===== config.mk =====
export PLATFORM = sky130hd
export DESIGN_NAME = uart_rx_flat
export DESIGN_NICKNAME = d
export VERILOG_FILES = /design/src/rtl/uart_rx_if.sv /design/src/rtl/uart_rx.sv /design/src/flat_wrapper.sv
export SDC_FILE = /design/constraint.sdc
export NUM_CORES = 1
export LEC_CHECK = 0
export BUFFER_PORTS_ARGS = -buffer_cell sky130_fd_sc_hd__buf_2
export CAP_MARGIN = 20
export CORE_ASPECT_RATIO = 1.75
export CORE_UTILIZATION = 60
export CTS_BUF_LIST = sky130_fd_sc_hd__clkbuf_4 sky130_fd_sc_hd__clkbuf_8
export DETAILED_ROUTE_END_ITERATION = 12
export GPL_TIMING_DRIVEN = 0
export PLACE_DENSITY = 0.78
export RECOVER_POWER = 25
export SYNTH_ARGS = -nofsm -noshare
export SYNTH_HDL_FRONTEND = slang
export SYNTH_SLANG_ARGS = --single-unit

===== constraint.sdc =====
create_clock -name clk -period 4.57 [get_ports clk]
set_input_delay 0.457 -clock clk [delete_from_list [all_inputs] [get_ports clk]]
set_output_delay 0.457 -clock clk [all_outputs]
set_load 0.01 [all_outputs]

===== src/rtl/uart_rx_if.sv =====
// uart_rx_if: serial line in, received byte and status strobes out
interface uart_rx_if;
  logic       rx;
  logic [7:0] data_out;
  logic       valid;
  logic       frame_err;
  logic       busy;
  modport master (output rx, input data_out, valid, frame_err, busy);
  modport slave  (input rx, output data_out, valid, frame_err, busy);
endinterface


===== src/rtl/uart_rx.sv =====
// uart_rx: 8N1 receiver with mid-bit sampling; define UART_RX_MAJORITY_EN for 2-of-3 glitch filtering
module uart_rx #(
  parameter int CLK_PER_BIT = 16
) (
  input logic     clk,
  input logic     rst,
  uart_rx_if.slave bus
);
  localparam int CW = $clog2(CLK_PER_BIT) + 1;
  localparam logic [CW-1:0] HALF = CW'(CLK_PER_BIT / 2 - 1);
  localparam logic [CW-1:0] FULL = CW'(CLK_PER_BIT - 1);
  typedef enum logic [2:0] {IDLE, START, DATA, STOP, RECOVER} state_t;
  state_t          state_q, state_d;
  logic [1:0]      sync_q;
  logic [CW-1:0]   cnt_q, cnt_d;
  logic [2:0]      idx_q, idx_d;
  logic [7:0]      shift_q, shift_d, data_q, data_d;
  logic            valid_q, valid_d, ferr_q, ferr_d;
  logic            rx_s, sample;
  assign rx_s = sync_q[1];
`ifdef UART_RX_MAJORITY_EN
  logic [1:0] hist_q;
  logic [2:0] hist;
  assign hist   = {hist_q, rx_s};
  assign sample = (hist[0] & hist[1]) | (hist[0] & hist[2]) | (hist[1] & hist[2]);
  // the two previous synchronised values complete the three-sample window
  always_ff @(posedge clk or posedge rst)
    if (rst) hist_q <= 2'b11;
    else     hist_q <= hist[1:0];
`else
  assign sample = rx_s;
`endif
  // synchroniser, frame state and registered outputs
  always_ff @(posedge clk or posedge rst)
    if (rst) begin
      sync_q  <= 2'b11;
      state_q <= IDLE;
      cnt_q   <= '0;
      idx_q   <= '0;
      shift_q <= '0;
      data_q  <= '0;
      valid_q <= 1'b0;
      ferr_q  <= 1'b0;
    end else begin
      sync_q  <= {sync_q[0], bus.rx};
      state_q <= state_d;
      cnt_q   <= cnt_d;
      idx_q   <= idx_d;
      shift_q <= shift_d;
      data_q  <= data_d;
      valid_q <= valid_d;
      ferr_q  <= ferr_d;
    end
  // next state: count to mid-bit, sample, and advance; counter clears on every state change
  always_comb begin
    state_d = state_q;
    cnt_d   = cnt_q + CW'(1);
    idx_d   = idx_q;
    shift_d = shift_q;
    data_d  = data_q;
    valid_d = 1'b0;
    ferr_d  = 1'b0;
    case (state_q)
      IDLE: begin
        cnt_d   = '0;
        state_d = rx_s ? IDLE : START;
      end
      START: if (cnt_q == HALF) begin
        cnt_d   = '0;
        idx_d   = '0;
        state_d = sample ? IDLE : DATA;
      end
      DATA: if (cnt_q == FULL) begin
        cnt_d   = '0;
        shift_d = {sample, shift_q[7:1]};
        idx_d   = idx_q + 3'd1;
        state_d = (idx_q == 3'd7) ? STOP : DATA;
      end
      STOP: if (cnt_q == FULL) begin
        cnt_d   = '0;
        data_d  = sample ? shift_q : data_q;
        valid_d = sample;
        ferr_d  = !sample;
        state_d = sample ? IDLE : RECOVER;
      end
      RECOVER: begin
        cnt_d   = '0;
        state_d = rx_s ? IDLE : RECOVER;
      end
      default: state_d = IDLE;
    endcase
  end
  assign bus.data_out  = data_q;
  assign bus.valid     = valid_q;
  assign bus.frame_err = ferr_q;
  assign bus.busy      = state_q != IDLE;
endmodule


===== src/flat_wrapper.sv =====
// flat-port wrapper written by rule: the top's interface ports become plain ports
module uart_rx_flat 
#(
  parameter int CLK_PER_BIT = 16
)
  (clk, rst, bus_rx, bus_data_out, bus_valid, bus_frame_err, bus_busy);
  uart_rx_if bus_i ();
  input logic clk;
  input logic rst;
  input wire logic [$bits(bus_i.rx)-1:0] bus_rx;
  output wire logic [$bits(bus_i.data_out)-1:0] bus_data_out;
  output wire logic [$bits(bus_i.valid)-1:0] bus_valid;
  output wire logic [$bits(bus_i.frame_err)-1:0] bus_frame_err;
  output wire logic [$bits(bus_i.busy)-1:0] bus_busy;
  assign bus_i.rx = bus_rx;
  assign bus_data_out = bus_i.data_out;
  assign bus_valid = bus_i.valid;
  assign bus_frame_err = bus_i.frame_err;
  assign bus_busy = bus_i.busy;
  uart_rx #(.CLK_PER_BIT(CLK_PER_BIT)) u_core (.clk(clk), .rst(rst), .bus(bus_i));
endmodule

==> metrics.md <==
| Metric | Value |
|---|---|
| CTS Buf Count | `5` |
| Gate count of the mapped netlist | `~110` |
| Fraction of layout cells with a size suffix above 1 | `34.13%` |
| Combinational group share of total power | `a little under a quarter` |
| Yosys cell types | `31` |
| Routability cong. | `0.7046` |
| Max Clock Freq | `492.6 MHz` |
| Cell Chain, Critical Path | `ha_1, nand3_1, inv_1, ha_1, nand4b_1, or2_1, buf_6, mux2_4` |
| CP Launch Type | `flop` |
| Slew @ Worst Pin | `1.248 ns` |
| Synth cell count leaders | `dfrtp_1 (29), mux2_2 (8), mux2_4 (8)` |
| Cell Int Power | `437.7 uW` |
| GRT Util Overall | `22.41%` |
| Starting Density | `between 60% and 70%` |
| Leakage | `0.7969 nW` |
| I/O Pins | `14` |
| Met3 Use GR | `8.108%` |
| Cell taking the most area after synthesis | `dfrtp_1` |
| Seq cells post-synth | `31` |
| Post-CTS setup buffer count | `0` |
| Total power | `636.4 uW` |
| Reg power frac | `53.8%` |
| Total gr overflow | `0` |
| First-pass DRT Iterations | `4` |
| PD cells | `420.0 mW/mm^2` |
| M1 GR Usage | `22.73%` |
| Worst Clk Skew | `0.008418 ns` |
| RSZ-0062 raised after global routing | `false` |
| H-Tree Depth | `2` |
| Grt met2 use | `roughly 37%` |
| Final worst-path cycle share | `about 44%` |
| Largest stage delay on the critical path | `0.38 ns` |
| Post-CTS resize count | `0` |
| Syn Std Cell Area | `0.001371 sq mm` |
| Hold-fix buffers at CTS | `0` |
| Warnings from Yosys | `0` |
| I/O Buffers | `13` |
| Peak supply drop | `0.2554 mV` |
| Vias per cell | `5.760` |
| Clock Sinks | `31` |
| Die Span Y | `65.24 um` |
| Total routed wirelength | `between 2 and 2.5 mm` |
| Via Count | `864` |
| Count of final setup violators | `0` |
| Max_cap viols | `0` |
| First-pass GRT wire length | `3.719 mm` |
| Syn-to-layout area delta | `10.49%` |
| Area share of the leading cell type in the synthesized netlist | `52.92%` |
| CTS tree | `built` |
| DIE WIDTH | `roughly 38 um` |
| Syn_area_per_cell | `~13 sq um` |
| Total Die Area | `0.002488 sq mm` |
| Drt drc | `0` |
| Final ANT Viol Nets | `0` |
| Final Max Slew Viols | `0` |
| Hold crit path type | `in2async` |
| Diode count | `0` |
| Status | `completed` |
| HPWL Detailed | `1.591 mm` |
| Fin Setup TNS | `0 ns` |
| CP Capture Type | `flop` |
| Switching Fraction | `31.21%` |
| Endpoints failing hold | `0` |
| Reg2reg setup slack | `around 2.5 ns` |
| Gr busiest metal | `met2` |
| Main synth FF type | `dfrtp_1` |
| Net switching power | `approximately 200 uW` |
| Min Clock Period, post-route | `2.030 ns` |
| Num rows | `22` |
| Async set-reset flop share out of synthesis | `100.0%` |
| Critical path data required time | `between 4 and 5 ns` |
| Pin count of the biggest net entering global routing | `32` |
| Crit Path Max Fanout | `9` |
| DR iter-0 viols | `16` |
| Initial antenna violation count | `0` |
| Clock network power share | `22.6%` |
| Crit path top cell by count | `ha_1` |
| CTS clk-pin slew, worst paths | `0.09 ns` |
| Critical path arrival | `roughly 2.2 ns` |
| Vias in the first global route | `882` |
| Relative slew slack | `16.81%` |
| DR WL/cell | `between 15 and 20 um` |
| Post-synthesis sequential area ratio | `a little under three fifths` |
| Clock latency on the worst-skew pair | `0.33 ns` |
| EDFF count, synth | `0` |
| WS Path Type | `reg2reg` |
| Longest Clk Path Bufs | `2` |
| Final nets | `135` |
| Slowest-stage cell, CP | `dfrtp_1` |
| Syn Nets | `114` |
| Most instantiated library cell after synthesis | `dfrtp_1` |
| Largest cells by area after synthesis | `dfrtp_1 (53%), mux2_4 (8.8%), mux2_2 (6.6%)` |
| Clk Tree Root Cell | `clkbuf_4` |
| Core ar. | `0.002120 sq mm` |
-- placed cells by master (no fill, tap or decap), types with 2 or more instances in the layout --
cell type  count
dfstp_2        2
nand2_1        5
clkbuf_4       6
mux2_2         8
or3_1          2
nand4b_1       2
dfrtp_1       29
buf_2         14
nor2_1         6
buf_6          2
clkbuf_1       3
ha_1           5
nand3_1        2
o211ai_1       2
mux2_4         8
o21ai_0        6
nand2b_1       2
xor2_1         2
inv_1          7
-- layout make-up --
| type | count | area, sq um |
|---|---|---|
| Tap cell | 24 | 30.03 |
| Clock buffer | 6 | 45.04 |
| Timing Repair Buffer | 14 | 68.82 |
| Sequential cell | 31 | 778.2 |
| Inverter | 7 | 26.28 |
| Multi-Input combinational cell | 63 | 531.8 |
| Buffer | 5 | 35.03 |
| Fill cell | 153 | 604.3 |
-- kinds of logic (layout without fill, tap and decap cells) --
| kind of cell | after synthesis | after routing | share of synthesized area, % |
|---|---|---|---|
| AO/OA/AOI/OAI | 13 | 13 | 5.840 |
| XOR/XNOR | 2 | 2 | 1.278 |
| adder cells (fa/ha/maj) | 5 | 5 | 4.562 |
| buffers and inverters | 12 | 32 | 4.471 |
| flip-flops | 31 | 31 | 56.75 |
| multiplexers | 16 | 16 | 15.33 |
| AND/OR/NAND/NOR | 27 | 27 | 11.77 |
-- through the flow --
stage	hold WS, ns	cells	util (%)	cell area (sq um)	setup slack (ns)
4_1_cts	0.2161	149	71.31	1511	2.539
5_1_grt	0.03325	150	71.49	1515	2.415
3_5_place_dp	0.3485	143	69.19	1466	2.561
3_3_place_gp	0.3457	143	69.19	1466	2.581
6_report	0.03269	150	71.49	1515	2.540
2_1_floorplan	0.3452	106	-	1371	2.744
-- final timing paths --
| path | depth (start not counted) | start | end |
|---|---|---|---|
| max in group asynchronous | 3 | rst | u_core.bus.data_out[1]$_DFFE_PP0P_ |
| setup reg to reg | 8 | u_core.cnt_q[0]$_DFF_PP0_ | u_core.bus.data_out[4]$_DFFE_PP0P_ |
| hold / removal | 2 | rst | u_core.bus.valid$_DFF_PP0_ |
| min in group clk | 1 | bus_rx | u_core.sync_q[0]$_DFF_PP1_ |
| setup / recovery | 8 | u_core.cnt_q[0]$_DFF_PP0_ | u_core.bus.data_out[4]$_DFFE_PP0P_ |
| hold reg to reg | 0 | u_core.sync_q[0]$_DFF_PP1_ | u_core.sync_q[1]$_DFF_PP1_ |
-- critical path, delay by kind of cell, from the launching register on --
kind / cells / cell delay [ns]
flops: 1 / 0.38
buf+inv: 2 / 0.23
simple gates: 3 / 0.54
fa+ha+maj: 2 / 0.46
mux: 1 / 0.30
-- flip-flops by register name, indices dropped and copies added (netlist names) --
name                  flops
u_core.bus.data_out       8
u_core.state_q            3
u_core.sync_q             2
u_core.bus.valid          1
u_core.idx_q              3
u_core.shift_q            8
u_core.bus.frame_err      1
u_core.cnt_q              5
-- power groups by stage --
stage	sequential [mW]	clock, mW	combinational, mW
6_report	0.342	0.144	0.150
5_1_grt	0.348	0.161	0.172
4_1_cts	0.343	0.147	0.149
3_5_place_dp	0.348	0	0.147
3_3_place_gp	0.347	0	0.138
2_1_floorplan	0.339	0	0.117
-- routing by layer --
layer	up-vias	part of all wire, %	wire length [um]
li1	406	-	-
met1	437	37	840
met2	13	57	1287
met3	8	3.2	73
met4	0	2.8	63
met5	-	0	0
Power figures use the tool's default switching activity.
